===== config.mk =====
export PLATFORM = sky130hd
export DESIGN_NAME = mul16_seq_ctrl
export DESIGN_NICKNAME = d
export VERILOG_FILES = /design/src/rtl/mul16_seq_ctrl.sv
export SDC_FILE = /design/constraint.sdc
export NUM_CORES = 1
export LEC_CHECK = 0
export CORE_UTILIZATION = 30
export CTS_CLUSTER_SIZE = 14
export DETAILED_ROUTE_END_ITERATION = 10
export GPL_ROUTABILITY_DRIVEN = 1
export PLACE_DENSITY = 0.54
export SYNTH_ARGS = -nofsm -noshare
export SYNTH_HDL_FRONTEND = slang
export SYNTH_SLANG_ARGS = --single-unit

===== constraint.sdc =====
create_clock -name clk -period 14.9 [get_ports clk]
set_clock_uncertainty 0.15 [all_clocks]
set_input_delay 1.49 -clock clk [delete_from_list [all_inputs] [get_ports clk]]
set_output_delay 1.49 -clock clk [all_outputs]
set_load 0.02 [all_outputs]

===== src/rtl/mul16_seq_ctrl.sv =====
// ---------------------------------------------------------------------------
// mul16_seq_ctrl
//   Sequential 16x16 unsigned multiplier. One combinational 8x8 carry-save
//   array multiplier is reused over four partial-product steps. The partial
//   products are accumulated into a 32-bit product.
//
//   Ports
//     clk        in   system clock, rising edge
//     rst_n      in   synchronous active-low reset
//     in_valid   in   operand pair valid
//     in_ready   out  operands accepted (high only while idle)
//     a, b       in   16-bit unsigned operands
//     out_valid  out  product valid (high only while done)
//     out_ready  in   consumer takes the product
//     product    out  32-bit unsigned result
//     busy       out  operation in flight or result waiting
//
//   Multiplier8x8_CSA
//     i_a, i_b   in   8-bit unsigned operands
//     o_p        out  16-bit unsigned product, purely combinational
// ---------------------------------------------------------------------------

module Multiplier8x8_CSA (
    input  logic [7:0]  i_a,
    input  logic [7:0]  i_b,
    output logic [15:0] o_p
);
    // Partial-product rows, each already shifted into its column position.
    logic [15:0] w_pp  [8];
    // Running carry-save pair after each row is folded in.
    logic [15:0] w_sum [8];
    logic [15:0] w_cry [8];
    // Majority (carry) of each 3:2 compression, before the left shift.
    logic [15:0] w_maj [7];

    genvar gi;
    generate
        for (gi = 0; gi < 8; gi++) begin : g_pp
            assign w_pp[gi] = {8'h00, i_a & {8{i_b[gi]}}} << gi;
        end
    endgenerate

    assign w_sum[0] = w_pp[0];
    assign w_cry[0] = 16'h0000;

    // Rows 1..7 each go through a 3:2 compressor. The true product fits in
    // 16 bits, so carries shifted past bit 15 can be dropped: the pair stays
    // correct modulo 2^16.
    generate
        for (gi = 1; gi < 8; gi++) begin : g_csa
            assign w_sum[gi]   = w_sum[gi-1] ^ w_cry[gi-1] ^ w_pp[gi];
            assign w_maj[gi-1] = (w_sum[gi-1] & w_cry[gi-1])
                               | (w_sum[gi-1] & w_pp[gi])
                               | (w_cry[gi-1] & w_pp[gi]);
            assign w_cry[gi]   = w_maj[gi-1] << 1;
        end
    endgenerate

    // Final carry-propagate add resolves the carry-save pair.
    assign o_p = w_sum[7] + w_cry[7];
endmodule

module mul16_seq_ctrl #(
    parameter bit EARLY_ZERO = 1'b1
) (
    input  logic        clk,
    input  logic        rst_n,
    input  logic        in_valid,
    output logic        in_ready,
    input  logic [15:0] a,
    input  logic [15:0] b,
    output logic        out_valid,
    input  logic        out_ready,
    output logic [31:0] product,
    output logic        busy
);
    typedef enum logic [1:0] {
        S_IDLE = 2'd0,
        S_CALC = 2'd1,
        S_DONE = 2'd2
    } state_t;

    state_t      r_state;
    state_t      w_state_nxt;
    logic [1:0]  r_step;
    logic [15:0] r_a;
    logic [15:0] r_b;
    logic [31:0] r_acc;

    logic        w_accept;
    logic        w_drain;
    logic        w_zero_op;
    logic [7:0]  w_mul_a;
    logic [7:0]  w_mul_b;
    logic [15:0] w_pp16;
    logic [4:0]  w_shift;
    logic [31:0] w_pp_ext;

    assign w_accept  = in_valid && (r_state == S_IDLE);
    assign w_drain   = out_ready && (r_state == S_DONE);
    assign w_zero_op = EARLY_ZERO && ((a == 16'h0000) || (b == 16'h0000));

    // step[0] picks the high byte of b, step[1] the high byte of a:
    //   0: aL*bL  1: aL*bH  2: aH*bL  3: aH*bH
    assign w_mul_a = r_step[1] ? r_a[15:8] : r_a[7:0];
    assign w_mul_b = r_step[0] ? r_b[15:8] : r_b[7:0];

    // Shift is 8 per high byte involved: 0, 8, 8, 16.
    assign w_shift = {r_step[1] & r_step[0], r_step[1] ^ r_step[0], 3'b000};

    Multiplier8x8_CSA u_mul8 (
        .i_a (w_mul_a),
        .i_b (w_mul_b),
        .o_p (w_pp16)
    );

    assign w_pp_ext = {16'h0000, w_pp16} << w_shift;

    always_comb begin
        w_state_nxt = r_state;
        case (r_state)
            S_IDLE: if (w_accept) w_state_nxt = w_zero_op ? S_DONE : S_CALC;
            S_CALC: if (r_step == 2'd3) w_state_nxt = S_DONE;
            S_DONE: if (w_drain) w_state_nxt = S_IDLE;
            default: w_state_nxt = S_IDLE;
        endcase
    end

    always_ff @(posedge clk) begin
        if (!rst_n) begin
            r_state <= S_IDLE;
            r_step  <= 2'd0;
            r_a     <= 16'h0000;
            r_b     <= 16'h0000;
            r_acc   <= 32'h0000_0000;
        end else begin
            r_state <= w_state_nxt;
            case (r_state)
                S_IDLE: begin
                    if (w_accept) begin
                        r_a   <= a;
                        r_b   <= b;
                        r_acc <= 32'h0000_0000;
                        r_step <= 2'd0;
                    end
                end
                S_CALC: begin
                    // Max result 0xFFFE0001, so the 32-bit sum never wraps.
                    r_acc  <= r_acc + w_pp_ext;
                    r_step <= r_step + 2'd1;
                end
                default: ;
            endcase
        end
    end

    assign in_ready  = (r_state == S_IDLE);
    assign out_valid = (r_state == S_DONE);
    assign busy      = (r_state != S_IDLE);
    // Holds the last result in IDLE; consumers must qualify with out_valid.
    assign product   = r_acc;
endmodule


**After elaboration in Yosys (flattened, before gate mapping)**

Cells that the tools add are included.

- Add/subtract/negate cells: 3
- Equal/unequal tests: 6
- Shift-type cells: 1
- Mux-type cells: 11
- Bitwise logic cells: 54
- Reduce and logical (&&, ||, !) cells: 11

Operator list:

| cell | count |
|---|---|
| 15-bit bitwise OR | 12 |
| 15-bit bitwise AND | 8 |
| 16-bit XOR | 6 |
| 8-bit bitwise AND | 8 |
| 32-bit one-hot mux with 2 select lines | 1 |
| 32-bit adder | 1 |
| 16-bit zero test | 2 |
| 32-bit 2-to-1 mux | 1 |
| 16-bit by 5-bit left shift with 32-bit output | 1 |
| 15-bit by 10-bit bitwise AND with 15-bit output | 2 |
| 15-bit by 11-bit bitwise AND with 15-bit output | 2 |
| 15-bit by 12-bit bitwise AND with 15-bit output | 2 |
| 15-bit by 13-bit bitwise AND with 15-bit output | 2 |
| 15-bit by 14-bit bitwise AND with 15-bit output | 2 |
| 16-bit adder | 1 |
| 8-bit 2-to-1 mux | 2 |
| 16-bit by 10-bit XOR with 16-bit output | 1 |
| 16-bit by 11-bit XOR with 16-bit output | 1 |
| 16-bit by 12-bit XOR with 16-bit output | 1 |
| 16-bit by 13-bit XOR with 16-bit output | 1 |
| 16-bit by 14-bit XOR with 16-bit output | 1 |
| 16-bit by 15-bit XOR with 16-bit output | 1 |
| 2-bit 2-to-1 mux | 5 |
| 8-bit by 9-bit bitwise AND with 9-bit output | 1 |
| 16 further kinds | 21 |

- Register bits after elaboration: 68
- Bits of input ports: 36
- Output and inout port bits: 35
- Word-level logic and storage cells: 91

**Longest topological paths before layout**

- Depth in word-level cells: 25
- Gate-level depth with buffers: 30
- Gate-level depth less buffers: 29

**By module**

A second synthesis with hierarchy kept.

- Cells, all modules: 747
- Area total of the unflattened synthesis: 6249.7 µm²

Modules (own cells, without submodules):

| module | times used | cells each | area an instance (µm²) | seq. area each (µm²) |
|---|---|---|---|---|
| mul16_seq_ctrl | 1 | 564 | 4604.4 | 1361.3 |
| Multiplier8x8_CSA | 1 | 183 | 1645.3 | 0.0 |

**Worst setup path before layout**

OpenSTA, ideal clock, no wires.

- Path type: register -> register
- Start: reg r_step[0]
- End: reg r_acc[29] (netlist: product[29])
- Library setup time: 117 ps
- Arrival: 7470 ps
- Required time: 14633 ps
- Slack: 7163 ps
- Stages on the path, launching flop included: 30
- Path buffers: 1
- Period minus slack after synthesis: 7737 ps
- Cells stage by stage: dfxtp_1 clkbuf_1 mux2i_1 inv_1 and2_1 ha_1 inv_1 fa_1 fa_1 fa_1 fa_1 fa_1 inv_1 fa_1 ha_1 fa_1 a21o_1 a21oi_1 o21bai_1 a21oi_1 xnor2_1 a22o_1 ha_1 nand2_1 nor4_1 a22oi_1 a21oi_1 o22ai_1 mux2i_1 nand2_1

- Word-level cells in the longest chain between the ends: 25
- Elaborated cells on any way between the ends: 59
- Classes of those cells: 2 x add/sub; 1 x shift; 2 x mux; 54 x bitwise

RTL lines:

| element | RTL line | text |
|---|---|---|
| start: declaration | 85 | `logic [1:0] r_step;` |
| start signal: assignment | 150 | `r_step <= r_step + 2'd1;` |
| 8-bit 2-to-1 mux | 106 | `assign w_mul_b = r_step[0] ? r_b[15:8] : r_b[7:0];` |
| 8-bit bitwise AND | 39 | `assign w_pp[gi] = {8'h00, i_a & {8{i_b[gi]}}} << gi;` |
| 8-bit by 9-bit XOR with 9-bit output or 8-bit by 9-bit bitwise AND with 9-bit output (tied branches) | 51, 53 |  |
| 15-bit bitwise AND or 15-bit by 10-bit bitwise AND with 15-bit output (tied branches) | 52, 53 |  |
| 15-bit bitwise OR | 53 | `\| (w_sum[gi-1] & w_pp[gi])` |
| 15-bit bitwise OR | 54 | `\| (w_cry[gi-1] & w_pp[gi]);` |
| 15-bit bitwise AND | 52 | `assign w_maj[gi-1] = (w_sum[gi-1] & w_cry[gi-1])` |
| 15-bit bitwise OR | 53 |  |
| [... 9 more ...] | -- |  |
| 15-bit bitwise OR | 54 |  |
| 15-bit bitwise AND | 52 |  |
| 15-bit bitwise OR | 53 |  |
| 15-bit bitwise OR | 54 |  |
| 16-bit adder | 60 | `assign o_p = w_sum[7] + w_cry[7];` |
| 16-bit by 5-bit left shift with 32-bit output (*) | 117 | `assign w_pp_ext = {16'h0000, w_pp16} << w_shift;` |
| 32-bit adder (*) | 149 | `r_acc <= r_acc + w_pp_ext;` |
| 32-bit one-hot mux with 2 select lines (*) | 138 | `case (r_state)` |
| end signal: assignment | 149 |  |
| end: declaration | 88 | `logic [31:0] r_acc;` |

Every way passes the cells marked *; elsewhere a longest branch is shown, timed or not.
A chain may end at the register's enable or synchronous reset.

**Worst setup path in the final report**

Ends and elaborated chain as after synthesis.

==> metrics.yaml <==
setup_path:
  cp_slowest_cell: "mux2i_1"
  critPathKind: "reg2reg"
  crit_top_cell: "fa_1"
  cp_top_family: "adder cells"
  worst_setup_path_end_kind: "register"
  critical_path_buf_inv_count: 2
  critPathLaunchType: "register"
  crit_arrival_ns: 8.66
  slowest_delay_ns: 0.69
  worst-path-max-fanout: 10
  worstPathRequired_ns: 14.98
yosys:
  synth_seq_area_share_pct: 21.1
  synth_cells: 786
  synth.most_common_cell: "nand2_1"
  ys_top_cells_by_area: "dfxtp_1 21%, fa_1 14%, nand2_1 9.2%, ha_1 8.9%, a21boi_0 3.7%"
  synth_area_um2: 6440
  synth_cell_types: 66
  synth_nets: 912
  synth-seq-cells: 68
  synth_commonest_cells: "158 x nand2_1, 68 x dfxtp_1, 49 x nor2_1, 46 x ha_1, 44 x fa_1"
  avgSynthCellArea_um2: 8.20
  synth-edff-count: 0
  synth.top_cell.area_share_pct: 21.1
  yosysWarnings: 0
  synth-main-ff-cell: "dfxtp_1"
  synth_top_area_cell: "dfxtp_1"
  synth-async-reset-ratio_pct: 0
grt:
  grt_pass1_vias: 5783
  grt_use_total_pct: 16.4
  overflow: 0
  antenna_found_initial: 0
  grt_max_degree: 54
  grt_pass1_wl_um: 28600
clocking:
  cts_num_sinks: 68
  cts_buffer_depth: 2
  postCtsSetupRepairBufs: 0
  clockRootBuffer: "clkbuf_16"
  clock_latency_ns: 0.34
  cts_tree: "yes"
  cts_buffers: 9
  clk_pin_slew_ns: 0.06
  h-tree-depth: 3
  postCtsResizedCells: 0
  ctsHoldBuffers: 0
timing:
  worstMarginPinSlew_ns: 1.08
  hold_viol: 0
  slew_viol_final: 0
  fin_crit_sh_pct: 57.6
  period_minus_slack_ns: 8.58
  setup_viol: 0
  fmax_ghz: 0.117
  tns_ns: 0
  rsz0062_at_grt: "no"
  maxSlewHeadroom_pct: 28.0
routing:
  drtIter0Drc: 213
  postRouteWirelength_um: 17000
  via_per_inst: 5.04
  drtAntennaViolNets: 0
  num_vias: 5636
  wl_per_cell_um: 15.2
  firstDrtPassIters: 5
  drc: 0
power:
  ir_drop_mv: 0.0443
  p_leak_nw: 2.92
  pwr_density_cell_nw_per_um2: 66.3
  p_total_mw: 0.511
final_layout:
  finalNetCount: 965
  layout-drive-gt1-share_pct: 5.81
  diodes: 0
  area_growth_pct: 19.4
place:
  gp_congestion: 0.858
  hpwlAfterDp_um: 13500
  portBuffers: 70
floorplan:
  coreArea_um2: 21000
  io_pins: 71
  die_w_um: 149
  die_h_um: 149
  core.rowCount: 53
  start_util_pct: 30.7
  die-area_um2: 22100
status:
  status: "finished clean"
flow_run:
  maxCapViolations: 0
worst_hold_path:
  hp-class: "reg2reg"
==> stage by stage <==
| stage | hold slack (ns) | worst slack [ns] | cells | instance area, um^2 | utilization (%) |
|---|---|---|---|---|---|
| detailed placement | 0.305 | 6.38 | 1103 | 7390 | 35.2 |
| global route | 0.337 | 5.77 | 1119 | 7700 | 36.6 |
| finish | 0.311 | 6.32 | 1119 | 7700 | 36.6 |
| CTS | 0.314 | 6.35 | 1119 | 7700 | 36.6 |
| floorplan | 0.290 | 7.16 | 786 | 6440 | - |
| global placement | 0.301 | 6.53 | 1103 | 7390 | 35.2 |
==> worst reg2reg max path: stages, from the launching register on <==
cell and delay [ns]:
dfxtp_1 0.63, mux2i_1 0.70, nor2b_1 0.12, ha_1 0.31
inv_1 0.04, fa_1 0.45, fa_1 0.51, fa_1 0.44
fa_1 0.52, fa_1 0.54, inv_1 0.05, fa_1 0.43
ha_1 0.25, fa_1 0.40, a21o_1 0.19, a21oi_1 0.21
o21bai_1 0.08, a21oi_1 0.18, xnor2_1 0.12, a22o_1 0.26
ha_1 0.38, nand2_1 0.14, nor4_1 0.65, a22oi_1 0.22
a21oi_1 0.19, o22ai_1 0.11, mux2i_1 0.15, nand2_1 0.06
==> final timing paths <==
path         slack (ns)  startpoint     endpoint  depth (start not counted)
max                6.32   r_step[0]  product[29]                         27
min                0.31      r_b[3]       r_b[3]                          2
max reg2reg        6.32   r_step[0]  product[29]                         27
min reg2reg        0.31      r_b[3]       r_b[3]                          2
==> final cells by class <==
cell class,count,area [um^2]
inverter,37,139
timing repair buffer,74,731
sequential,68,1360
fill,2157,13300
clock inverter,6,63.8
multi-input combinational,649,4820
clock buffer,10,239
tap,275,344
==> power by group <==
group,switching [mW],internal (mW)
sequential,0.00745,0.190
combinational,0.0537,0.0413
clock,0.0847,0.134
total,0.146,0.365
==> metal layers <==
metal / part of all wire [%] / track usage [%] / vias to the layer above
met5: 0 / 0 / -
met4: 1.4 / 4.33 / 0
met3: 3.2 / 2.76 / 14
met2: 48 / 28.6 / 94
met1: 47 / 20.7 / 2685
li1: - / - / 2843
==> cells in the final DEF (no fill, tap or decap), types with 6 or more instances in the layout <==
cell,instances
nor3_1,8
o21ai_0,29
a21oi_1,33
a21boi_0,32
a211oi_1,8
clkdlybuf4s50_1,70
nand3_1,7
a31oi_1,6
xor2_1,20
mux2_2,15
clkbuf_16,9
a22o_1,6
nor2b_1,27
nor4_1,10
a21o_1,15
xnor2_1,8
o21ai_1,9
a22oi_1,14
mux2i_1,16
nor2_1,49
ha_1,46
dfxtp_1,68
o21a_1,6
and2_1,22
nand2_1,158
inv_1,36
fa_1,44
==> logic make-up after synthesis <==
| family | after synthesis | synth area share [%] |
|---|---|---|
| mux | 31 | 5.11 |
| fa+ha+maj | 90 | 22.6 |
| xor+xnor | 28 | 3.81 |
| flops | 68 | 21.1 |
| simple gates | 301 | 21.2 |
| compound gates | 199 | 22.1 |
| buf+inv | 69 | 4.10 |
==> flip-flops by register name (all words and copies together), names as in the netlist <==
name	flops
r_state	2
r_a	16
product	32
r_b	16
r_step	2
(Power assumes the default switching activity.)
